**src/rtl/fifo_pkg.sv**
```systemverilog
// Shared FIFO types used by the UART and JTAG data-path FIFOs.
package fifo_pkg;

  // Read-port flavour: show-ahead (combinational) or one-cycle registered.
  typedef enum logic {
    RD_COMB = 1'b0,
    RD_REG  = 1'b1
  } fifo_rd_mode_e;

endpackage

```
**src/rtl/fifo_wrap_ptr.sv**
```systemverilog
// Wrapping pointer for an arbitrary-depth FIFO: counts 0..DEPTH-1 and wraps to 0.
module fifo_wrap_ptr #(
  parameter int DEPTH = 16,
  parameter int PW    = (DEPTH > 1) ? $clog2(DEPTH) : 1
) (
  input  logic          clk,
  input  logic          rst,
  input  logic          clr,
  input  logic          inc,
  output logic [PW-1:0] ptr
);

  localparam logic [PW-1:0] LAST = PW'(DEPTH - 1);

  // Advance on inc with an explicit wrap at the last slot, so non-power-of-two depths work.
  always_ff @(posedge clk or posedge rst) begin
    if (rst) begin
      ptr <= '0;
    end else if (clr) begin
      ptr <= '0;
    end else if (inc) begin
      ptr <= (ptr == LAST) ? '0 : ptr + 1'b1;
    end
  end

endmodule

```
**src/rtl/flow_ctrl_fifo.sv**
```systemverilog
// Single-clock FIFO with level/free counters, threshold flags, flush and sticky error flags.
module flow_ctrl_fifo
  import fifo_pkg::*;
#(
  parameter int            WIDTH         = 8,
  parameter int            DEPTH         = 16,
  parameter fifo_rd_mode_e RD_MODE       = RD_COMB,
  parameter int            AFULL_THRESH  = DEPTH - 2,
  parameter int            AEMPTY_THRESH = 1,
  localparam int           CW            = $clog2(DEPTH + 1)
) (
  input  logic             clk,
  input  logic             rst,
  input  logic             flush,
  input  logic             wr_en,
  input  logic [WIDTH-1:0] wr_data,
  output logic             full,
  output logic             almost_full,
  input  logic             rd_en,
  output logic [WIDTH-1:0] rd_data,
  output logic             rd_valid,
  output logic             empty,
  output logic             almost_empty,
  output logic [CW-1:0]    level,
  output logic [CW-1:0]    free,
  output logic             overflow,
  output logic             underflow,
  input  logic             err_clr
);

  localparam int PW = $clog2(DEPTH);

  if (DEPTH < 2) begin : g_chk_depth
    $error("flow_ctrl_fifo: DEPTH must be >= 2");
  end
  if (AFULL_THRESH < 1 || AFULL_THRESH > DEPTH) begin : g_chk_afull
    $error("flow_ctrl_fifo: AFULL_THRESH must be within 1..DEPTH");
  end
  if (AEMPTY_THRESH < 0 || AEMPTY_THRESH >= DEPTH) begin : g_chk_aempty
    $error("flow_ctrl_fifo: AEMPTY_THRESH must be within 0..DEPTH-1");
  end

  logic [WIDTH-1:0] mem [DEPTH];
  logic [PW-1:0]    wr_ptr;
  logic [PW-1:0]    rd_ptr;
  logic             rd_acc;
  logic             wr_acc;
  logic             wr_err;
  logic             rd_err;

  // A read always frees a slot, so a write into a full FIFO is legal when a read is taken too.
  assign rd_acc = rd_en & ~empty;
  assign wr_acc = wr_en & (~full | rd_acc);
  assign wr_err = wr_en & ~wr_acc & ~flush;
  assign rd_err = rd_en & ~rd_acc & ~flush;

  assign empty        = (level == '0);
  assign full         = (level == CW'(DEPTH));
  assign almost_full  = (level >= CW'(AFULL_THRESH));
  assign almost_empty = (level <= CW'(AEMPTY_THRESH));
  assign free         = CW'(DEPTH) - level;

  fifo_wrap_ptr #(.DEPTH(DEPTH), .PW(PW)) u_wr_ptr (
    .clk (clk),
    .rst (rst),
    .clr (flush),
    .inc (wr_acc),
    .ptr (wr_ptr)
  );

  fifo_wrap_ptr #(.DEPTH(DEPTH), .PW(PW)) u_rd_ptr (
    .clk (clk),
    .rst (rst),
    .clr (flush),
    .inc (rd_acc),
    .ptr (rd_ptr)
  );

  // Storage array, intentionally unreset; flush drops the in-flight write.
  always_ff @(posedge clk) begin
    if (wr_acc && !flush) begin
      mem[wr_ptr] <= wr_data;
    end
  end

  // Occupancy counter; simultaneous accepted read and write cancel out.
  always_ff @(posedge clk or posedge rst) begin
    if (rst) begin
      level <= '0;
    end else if (flush) begin
      level <= '0;
    end else if (wr_acc && !rd_acc) begin
      level <= level + 1'b1;
    end else if (rd_acc && !wr_acc) begin
      level <= level - 1'b1;
    end
  end

  // Sticky error flags; a new error in the clearing cycle keeps the flag set.
  always_ff @(posedge clk or posedge rst) begin
    if (rst) begin
      overflow  <= 1'b0;
      underflow <= 1'b0;
    end else begin
      overflow  <= wr_err | (overflow & ~err_clr);
      underflow <= rd_err | (underflow & ~err_clr);
    end
  end

  if (RD_MODE == RD_REG) begin : g_rd_reg
    logic [WIDTH-1:0] rd_data_p1;
    logic             vld_p1;

    // Stage p1: capture the head entry on an accepted read; data holds otherwise.
    always_ff @(posedge clk or posedge rst) begin
      if (rst) begin
        rd_data_p1 <= '0;
        vld_p1     <= 1'b0;
      end else begin
        vld_p1 <= rd_acc & ~flush;
        if (rd_acc && !flush) begin
          rd_data_p1 <= mem[rd_ptr];
        end
      end
    end

    assign rd_data  = rd_data_p1;
    assign rd_valid = vld_p1;
  end else begin : g_rd_comb
    assign rd_data  = mem[rd_ptr];
    assign rd_valid = 1'b0;
  end

endmodule

```
**config.mk**
```make
export PLATFORM = sky130hd
export DESIGN_NAME = flow_ctrl_fifo
export DESIGN_NICKNAME = d
export VERILOG_FILES = /design/src/rtl/fifo_pkg.sv /design/src/rtl/fifo_wrap_ptr.sv /design/src/rtl/flow_ctrl_fifo.sv
export SDC_FILE = /design/constraint.sdc
export NUM_CORES = 1
export LEC_CHECK = 0
export CAP_MARGIN = 15
export CORE_MARGIN = 3
export CORE_UTILIZATION = 35
export DETAILED_ROUTE_END_ITERATION = 10
export HOLD_SLACK_MARGIN = 0.02
export SLEW_MARGIN = 20
export SYNTH_ARGS = -nofsm -noshare
export SYNTH_HDL_FRONTEND = slang
export SYNTH_HIERARCHICAL = 1
export SYNTH_SLANG_ARGS = --single-unit
```
**constraint.sdc**
```tcl
create_clock -name clk -period 5.52 [get_ports clk]
set_clock_uncertainty 0.1 [all_clocks]
set_input_delay 1.38 -clock clk [delete_from_list [all_inputs] [get_ports clk]]
set_output_delay 1.38 -clock clk [all_outputs]
set_load 0.05 [all_outputs]
```
After elaboration in Yosys (flattened, before gate mapping)
Memory sizes are Yosys's and may differ from the RTL's.
Index checks and enable logic that the tools add are counted.
{"block": "totals", "register_bits": 15, "latchBits": 0, "ramBits": 128, "mem_bits_ro": 0, "output_inout_bits": 25, "elab_cells": 54, "memories": 1}
{"block": "op_classes", "n_addsub": 5, "n_mul": 0, "div_mod_pow": 0, "magnitude_cmp": 2, "eq_ne": 3, "shifts": 0, "n_mux": 11, "bitwise": 17, "n_reduce_logical": 10}
{"memory": "mem", "depth": 16, "word_bits": 8, "read_ports": 1, "rd_ports_with_merged_regs": 0, "wr": 1, "line": "flow_ctrl_fifo.sv:43", "text": "logic [WIDTH-1:0] mem [DEPTH];"}
{"operator": "$mux W4", "n": 6}
{"operator": "$mux W5", "n": 3}
{"operator": "$add A4 B1 Y4 const B", "n": 2}
{"operator": "$and A1 B1 Y1", "n": 8}
{"operator": "$eq A4 B4 Y1 const B", "n": 2}
{"operator": "$not A1 Y1", "n": 6}
{"operator": "$add A5 B1 Y5 const B", "n": 1}
{"operator": "$eq A5 B5 Y1 const B", "n": 1}
{"operator": "$ge A5 B4 Y1 const B", "n": 1}
{"operator": "$le A5 B1 Y1 const B", "n": 1}
{"operator": "$logic_not A5 Y1", "n": 1}
{"operator": "$sub A5 B1 Y5 const B", "n": 1}
{"operator": "$sub A5 B5 Y5 const A", "n": 1}
{"operator": "$reduce_bool A2 Y1", "n": 2}
{"operator": "$logic_and A1 B1 Y1", "n": 3}
{"operator": "$logic_not A1 Y1", "n": 3}
{"operator": "$or A1 B1 Y1", "n": 3}
{"operator": "$reduce_bool A3 Y1", "n": 1}
{"operator": "$mux W1", "n": 2}

Longest topological paths before layout
Gate-level depths: netlist (run 1).
{"block": "logic_depth", "word_depth": 10, "depth_mapped": 11}

By module
The synthesis (run 1) kept the hierarchy.
{"mod": "flow_ctrl_fifo", "n_inst": 1, "cells_per_inst": 299, "area_each_um2": 5642.9, "seq_area_each_um2": 4018.9}
{"mod": "fifo_wrap_ptr", "n_inst": 2, "cells_per_inst": 21, "area_each_um2": 201.4, "seq_area_each_um2": 100.1}

Worst setup path after synthesis (run 1)
OpenSTA, ideal clock, no wires.
{"block": "synth_path", "path_kind": "register to register", "startpoint": "reg level[1]", "endpoint": "mem mem[2][0] (enable)", "setup_time_ps": 398, "arrival_ps": 3357, "required_time_ps": 5022, "setup_slack_ps": 1665, "path_stages_with_launch": 10, "period_less_slack_ps": 3855, "cell_sequence": "dfrtp_1 > inv_1 > ha_1 > and2_1 > ha_1 > nand2b_1 > buf_4 > a21oi_2 > nand2b_1 > nor4b_1"}
{"block": "synth_between", "elab_chain_cells": 8}
{"element": "from (decl)", "line": "flow_ctrl_fifo.sv:24", "text": "output logic [CW-1:0] level,"}
{"element": "from (signal assigned)", "line": "flow_ctrl_fifo.sv:93", "text": "level <= level + 1'b1;"}
{"element": "from (signal assigned)", "line": "flow_ctrl_fifo.sv:95", "text": "level <= level - 1'b1;"}
{"element": "$logic_not A5 Y1", "line": "flow_ctrl_fifo.sv:57", "text": "assign empty = (level == '0);"}
{"element": "named net empty", "line": "flow_ctrl_fifo.sv:22", "text": "output logic empty,"}
{"element": "$not A1 Y1", "line": "flow_ctrl_fifo.sv:52", "text": "assign rd_acc = rd_en & ~empty;"}
{"element": "$and A1 B1 Y1", "line": "flow_ctrl_fifo.sv:52"}
{"element": "$or A1 B1 Y1", "line": "flow_ctrl_fifo.sv:53", "text": "assign wr_acc = wr_en & (~full | rd_acc);"}
{"element": "$and A1 B1 Y1", "line": "flow_ctrl_fifo.sv:53"}
{"element": "$logic_and A1 B1 Y1", "line": "flow_ctrl_fifo.sv:81", "text": "if (wr_acc && !flush) begin"}
{"element": "$mux W1", "line": "flow_ctrl_fifo.sv:81"}
{"element": "$mux W1 (implied by the code)", "line": "flow_ctrl_fifo.sv:82", "text": "mem[wr_ptr] <= wr_data;"}
{"element": "to (decl)", "line": "flow_ctrl_fifo.sv:43"}
The timed path passes the listed nets, and every way through them passes these cells.

Worst setup path in the final report (run 1)
{"block": "layout_path", "startpoint": "reg u_rd_ptr.ptr[0]", "endpoint": "out rd_data[2]"}
{"block": "layout_between", "elab_chain_cells": 1}
{"element": "from (decl)", "line": "fifo_wrap_ptr.sv:10", "text": "output logic [PW-1:0] ptr"}
{"element": "from (signal assigned)", "line": "fifo_wrap_ptr.sv:22", "text": "ptr <= (ptr == LAST) ? '0 : ptr + 1'b1;"}
{"element": "$mem_v2 Z16 W8"}
{"element": "to (decl)", "line": "flow_ctrl_fifo.sv:20", "text": "output logic [WIDTH-1:0] rd_data,"}
Every way passes these cells.

==> results of run 1 <==
==> cell families after synthesis <==
family	Yosys count	share of synthesized area
AOI/OAI and AO/OA	39	0.0441
xor gates and xnor gates	6	0.00869
adders and majority gates	9	0.0186
buffers and inverters	28	0.0273
DFF	143	0.698
muxes	34	0.134
other	1	0.000620
and+or+nand+nor	81	0.0691
==> where the power goes <==
group,total [uW],leakage (uW),internal (uW),switching [uW]
sequential,1320,0.00135,1220,98.7
clock,1090,0.000278,664,428
combinational,1060,0.000790,426,638
==> area by class of cell <==
cell class,count,area [um^2]
timing repair buffer,51,475
multi-input combinational,170,1690
clock buffer,18,429
sequential,143,4220
fill,1461,9490
clock inverter,14,143
inverter,10,37.5
tap,220,275
==> worst max path at each step <==
stage / to / slack, ps / cells after the start / start
5_1_grt: rd_data[1] / 710 / 5 / u_rd_ptr/ptr[0]
3_3_place_gp: rd_data[2] / 1270 / 5 / u_rd_ptr/ptr[0]
2_1_floorplan: mem[2][0] / 1670 / 9 / level[1]
4_1_cts: rd_data[2] / 790 / 5 / u_rd_ptr/ptr[0]
3_5_place_dp: rd_data[2] / 1250 / 5 / u_rd_ptr/ptr[0]
6_report: rd_data[2] / 870 / 5 / u_rd_ptr/ptr[0]
==> per-layer routing <==
metal,part of all wire,vias to the layer above
li1,-,1484
met1,0.45,1701
met2,0.49,82
met3,0.041,17
met4,0.017,0
met5,0,-
==> registers in the layout (all words and copies together) (netlist names) <==
signal / count
u_rd_ptr/ptr: 4
underflow: 1
level: 5
overflow: 1
u_wr_ptr/ptr: 4
mem: 128
==> stage by stage <==
stage / instances / hold slack, ps / instance area [um^2]
after global routing: 626 / 472 / 7270
after floorplan: 341 / 443 / 6050
final: 626 / 434 / 7270
after detailed placement: 594 / 428 / 6690
after global placement: 594 / 419 / 6690
after CTS: 626 / 440 / 7270
==> cells in the mapped netlist, types with 4 or more instances <==
cell                       count
sky130_fd_sc_hd__nand2b_1      8
sky130_fd_sc_hd__clkbuf_1      5
sky130_fd_sc_hd__nor3_1        9
sky130_fd_sc_hd__nand3_1       6
sky130_fd_sc_hd__inv_1        10
sky130_fd_sc_hd__nand2_1      19
sky130_fd_sc_hd__o21ai_0       4
sky130_fd_sc_hd__ha_1          9
sky130_fd_sc_hd__edfxtp_1    128
sky130_fd_sc_hd__buf_4         4
sky130_fd_sc_hd__dfrtp_1      15
sky130_fd_sc_hd__mux4_1       18
sky130_fd_sc_hd__nand3b_1      4
sky130_fd_sc_hd__mux4_2       14
sky130_fd_sc_hd__a22oi_1      17
sky130_fd_sc_hd__nor2_1       16
sky130_fd_sc_hd__a21oi_1       8
sky130_fd_sc_hd__and2_1        4
==> worst reg2reg max path, stage by stage, from the launching register on <==
cell and delay, ps:
sky130_fd_sc_hd__dfrtp_1 530, sky130_fd_sc_hd__inv_1 170, sky130_fd_sc_hd__ha_1 250, sky130_fd_sc_hd__and2_1 160, sky130_fd_sc_hd__ha_1 240, sky130_fd_sc_hd__nand2b_1 300, sky130_fd_sc_hd__a21oi_2 300, sky130_fd_sc_hd__nand2_1 190
sky130_fd_sc_hd__nor4_2 780
==> implementation parameters, run 1 <==
Parameter                              Value

Worst hold path
  Class of the tightest hold or removal check ... register to register
  Cell count of the worst hold path ... 2
  Critical hold path startpoint ... underflow
  Worst hold path endpoint ... underflow

STA
  Setup WS post-layout ... 868 ps
  Top achievable clock speed ... 0.215 GHz
  Final-report hold violation count ... 0
  Final setup TNS ... 0 ps
  Finish-stage setup viols ... 0
  Setup repair after global routing missed its margin ... false
  Min Clock Period, post-route ... 4650 ps
  Fin. max-slew vios ... 0
  Transition at the pin with the smallest max-transition slack ... 994 ps
  Final worst path period share ... 0.843
  Slew margin rel. ... 0.332

Global route
  Total routing resource utilization after global routing ... 0.146
  Global-route wire length before repair ... 19.8 mm
  Most Crowded Layer GR ... met2
  Antenna violations before repair ... 0
  Global-route track usage on met1 ... 0.189
  GRT Residual Overflow ... 0
  Global Route met3 Usage ... 0.0351
  Number of global-route vias before repair ... 3402
  Global-route met2 utilization ... 0.236
  Pin count of the biggest net entering global routing ... 24

Worst setup path
  Logic depth of the worst register-to-register path ... 8
  Required time of the critical path ... 4040 ps
  Source of the worst register-to-register timing path ... level[1]
  Kind of launch point of the worst setup path ... register
  Worst setup slack for register-to-register paths ... 2120 ps
  Cell-by-cell listing of the critical path ... buf_4 -> mux4_1 -> a22oi_1 -> nand2_1 -> clkdlybuf4s50_1
  Biggest fanout along the worst timing path ... 23
  Worst Setup Path Type ... register to primary output
  Cell with the largest stage delay on the worst path ... sky130_fd_sc_hd__dfrtp_2
  Peak per-stage delay on the critical path ... 790 ps
  Cell class contributing the biggest share of worst-path delay ... buffers and inverters
  Reg2reg end ... mem[8][7]
  Data arrival time of the worst path ... 3170 ps
  Crit. End Element ... primary output
  Critical path buffer and inverter count ... 2

CTS
  Number of clock sinks ... 143
  Quantity of gates resized following cts ... 0
  Longest Clk Path Bufs ... 2
  CTS HTree Levels ... 4
  Clock tree from TritonCTS ... built
  Insertion delay to the later sink of the worst-skew pair ... 410 ps
  Number of hold-repair buffers added at the cts stage ... 0
  Clock transition time at the flip-flop clock pins of the worst setup and hold paths ... 60 ps
  Buffers inserted by post-CTS timing repair ... 0
  Clock root buffer ... sky130_fd_sc_hd__clkbuf_16
  Inserted Clock Buffers ... 17

Job
  Max Cap Violations ... 0

Route
  Remaining antenna violation count ... 0
  DRC ... 0
  Overall via count from detail_route ... 3284
  Length of the first detailed-routing pass in iterations ... 4
  Count of routing violations after the opening detailed-route iteration ... 215
  Detail-routed via count per cell ... 5.25
  Total wire length ... 12.7 mm
  Average detailed-routed wire length per instance ... 20.3 um

Place
  Detail Placement HPWL ... 8.46 mm
  Quantity of I/O buffers inserted on ports ... 37
  Worst slack at placement ... 1250 ps
  Final estimated routing congestion in global placement ... 0.724

Finish
  Synth-to-Final Area Change ... 20.2%
  Final nets ... 416
  # diodes ... 0
  Layout cell share with drive strength beyond 1 ... 0.163
  Commonest non-fill, non-tap cell in the layout ... sky130_fd_sc_hd__edfxtp_1
  Top library cells by usage in the layout, fill and taps aside ... 128 x sky130_fd_sc_hd__edfxtp_1, 37 x sky130_fd_sc_hd__clkdlybuf4s50_1, 19 x sky130_fd_sc_hd__nand2_1
  Final standard cell utilization of the core ... 0.434

Floorplanning
  Row Count ... 47
  Die Area ... 18900 um^2
  Initial core utilization ... 0.361
  Core outline area ... 16800 um^2
  Die width ... 137 um
  Die height ... 137 um
  I/O pin total ... 39

Yosys
  Share of synthesized area occupied by flip-flops and latches ... 0.698
  Post-synthesis net count ... 364
  Area of the mapped netlist ... 6050 um^2
  Predominant post-synthesis flop cell ... sky130_fd_sc_hd__edfxtp_1
  Number of flops mapped to enable cells by yosys ... 128
  Cell taking the most area after synthesis ... sky130_fd_sc_hd__edfxtp_1
  Leading cell types by total area after synthesis ... sky130_fd_sc_hd__edfxtp_1 64%, sky130_fd_sc_hd__mux4_1 7.8%, sky130_fd_sc_hd__dfrtp_1 6.2%, sky130_fd_sc_hd__mux4_2 5.2%, sky130_fd_sc_hd__a22oi_1 2.1%
  Async set-or-reset flop fraction in the synthesized netlist ... 0.105
  Area share of the largest cell type after synthesis ... 0.636
  Post-Syn Instances ... 341
  Total of warnings raised by yosys ... 6
  Register bit count reported by yosys ... 143
  Number of distinct library cells after synthesis ... 41
  Average cell area after synthesis ... 17.7 um^2

Pwr
  Power density of the placed cells ... 478 nW/um^2
  Total Power Consumption ... 3470 uW
  Leak pwr ... 0.00242 uW
  Maximum resistive drop on vdd ... 497 uV

Outcome
  Outcome ... finished clean
(Power assumes the default switching activity.)
==> run 2: changes to the inputs <==
Clock period 5.52 ns to 4.3 ns, I/O delays scaled along.
==> run 2 against run 1 <==
Worst setup slack worse by 650 ps. Via count fell by 0.24%. Global-route usage shrank 0.30 points. First-iteration DRC count rose by 17%. Die area unchanged. Critical path depth is the same. Flip-flop and latch count unchanged. Clock-buffer cell count stayed put. Register-to-register slack got worse by 1000 ps. Non-clock buffer count grew 7. Critical path type unchanged. Critical endpoint unchanged.
==> implementation parameters, run 2 (same netlist as run 1, synthesis figures left out) <==
Parameter                              Value

Pwr
  Leak pwr ... 0.00246 uW
  Power density of the placed cells ... 611 nW/um^2
  Maximum resistive drop on vdd ... 667 uV
  Total Power Consumption ... 4480 uW

Job
  Max Cap Violations ... 0

STA
  Final setup TNS ... 0 ps
  Transition at the pin with the smallest max-transition slack ... 762 ps
  Final worst path period share ... 0.951
  Top achievable clock speed ... 0.245 GHz
  Final-report hold violation count ... 0
  Min Clock Period, post-route ... 4090 ps
  Slew margin rel. ... 0.490
  Setup repair after global routing missed its margin ... false
  Finish-stage setup viols ... 0
  Fin. max-slew vios ... 0

Outcome
  Outcome ... finished clean

Worst setup path
  Required time of the critical path ... 3120 ps
  Data arrival time of the worst path ... 2910 ps
  Biggest fanout along the worst timing path ... 19
  Kind of launch point of the worst setup path ... register
  Crit. End Element ... primary output
  Worst Setup Path Type ... register to primary output

Floorplanning
  Initial core utilization ... 0.361
  Row Count ... 47
  Core outline area ... 16800 um^2
  Die height ... 137 um
  Die width ... 137 um
  Die Area ... 18900 um^2
  I/O pin total ... 39

Route
  Count of routing violations after the opening detailed-route iteration ... 251
  Length of the first detailed-routing pass in iterations ... 6
  Detail-routed via count per cell ... 5.18
  Total wire length ... 12.3 mm
  Remaining antenna violation count ... 0
  Average detailed-routed wire length per instance ... 19.5 um
  DRC ... 0
  Overall via count from detail_route ... 3276

CTS
  Clock transition time at the flip-flop clock pins of the worst setup and hold paths ... 60 ps
  Clock root buffer ... sky130_fd_sc_hd__clkbuf_16
  Quantity of gates resized following cts ... 0
  Number of clock sinks ... 143
  Inserted Clock Buffers ... 17
  Number of hold-repair buffers added at the cts stage ... 0
  Insertion delay to the later sink of the worst-skew pair ... 410 ps
  CTS HTree Levels ... 4
  Buffers inserted by post-CTS timing repair ... 0
  Longest Clk Path Bufs ... 2
  Clock tree from TritonCTS ... built

Global route
  Pin count of the biggest net entering global routing ... 24
  Global-route wire length before repair ... 19.5 mm
  Number of global-route vias before repair ... 3437
  Antenna violations before repair ... 0
  Total routing resource utilization after global routing ... 0.143
  GRT Residual Overflow ... 0

Place
  Final estimated routing congestion in global placement ... 0.723
  Detail Placement HPWL ... 8.13 mm
  Quantity of I/O buffers inserted on ports ... 37

Finish
  # diodes ... 0
  Synth-to-Final Area Change ... 21.2%
  Final nets ... 423
  Fill cell instance count of the final layout ... 1477
  Registers with the most flip-flops ... mem (128), level (5)
  Top library cells by usage in the layout, fill and taps aside ... 128 x sky130_fd_sc_hd__edfxtp_1, 37 x sky130_fd_sc_hd__clkdlybuf4s50_1, 20 x sky130_fd_sc_hd__buf_4
  Layout cell share with drive strength beyond 1 ... 0.172
  Commonest non-fill, non-tap cell in the layout ... sky130_fd_sc_hd__edfxtp_1
  Biggest register ... mem
  Max reg flops ... 128

Worst hold path
  Class of the tightest hold or removal check ... register to register
run 2: cell count changes in the layout (fill, tap and decap cells not counted), sizes merged:
cell      delta
buf          +7
clkinvlp     +1
inv          -1
run 2: layout make-up:
cell class,instances,area (um^2),area share
tap,220,275,0.0376
inverter,10,37.5,0.00512
clock buffer,18,429,0.0586
clock inverter,14,144,0.0196
sequential,143,4220,0.576
timing repair buffer,58,541,0.0738
multi-input combinational,170,1680,0.229
run 2: worst paths after layout:
check | start | to | slack, ps | depth (start not counted)
min in group asynchronous | rst | u_wr_ptr/ptr[3] | 830 | 2
setup / recovery | u_rd_ptr/ptr[0] | rd_data[2] | 210 | 5
setup reg to reg | level[1] | mem[5][5] | 1090 | 8
hold reg to reg | underflow | underflow | 430 | 2
hold / removal | underflow | underflow | 430 | 2
max in group asynchronous | rst | overflow | 2990 | 2
run 2: metrics by stage:
stage	utilization	worst slack, ps	area, um^2	std cells	hold slack [ps]
floorplan	-	445	6050	341	443
global placement	0.403	638	6750	601	420
detailed placement	0.403	620	6750	601	431
CTS	0.437	167	7330	633	443
global route	0.437	99.7	7330	633	489
finish	0.437	213	7330	633	431
run 2: worst max-delay path: stages, from the launching register on:
cell and delay [ps]:
sky130_fd_sc_hd__dfrtp_2 580, sky130_fd_sc_hd__buf_12 240, sky130_fd_sc_hd__mux4_1 580, sky130_fd_sc_hd__a22oi_1 280
sky130_fd_sc_hd__nand2_1 100, sky130_fd_sc_hd__clkdlybuf4s50_1 710
run 2: where the power goes:
| group | switching [uW] | internal, uW |
|---|---|---|
| Sequential | 95.4 | 1570 |
| Clock | 547 | 851 |
| Combinational | 857 | 561 |
| Total | 1500 | 2980 |
run 2: layer usage:
layer | routed length [um] | up-vias | track usage
met5 | 0 | - | 0
met4 | 189 | 0 | 0.0549
met3 | 690 | 17 | 0.0398
met2 | 6020 | 87 | 0.226
met1 | 5440 | 1684 | 0.187
li1 | - | 1488 | -
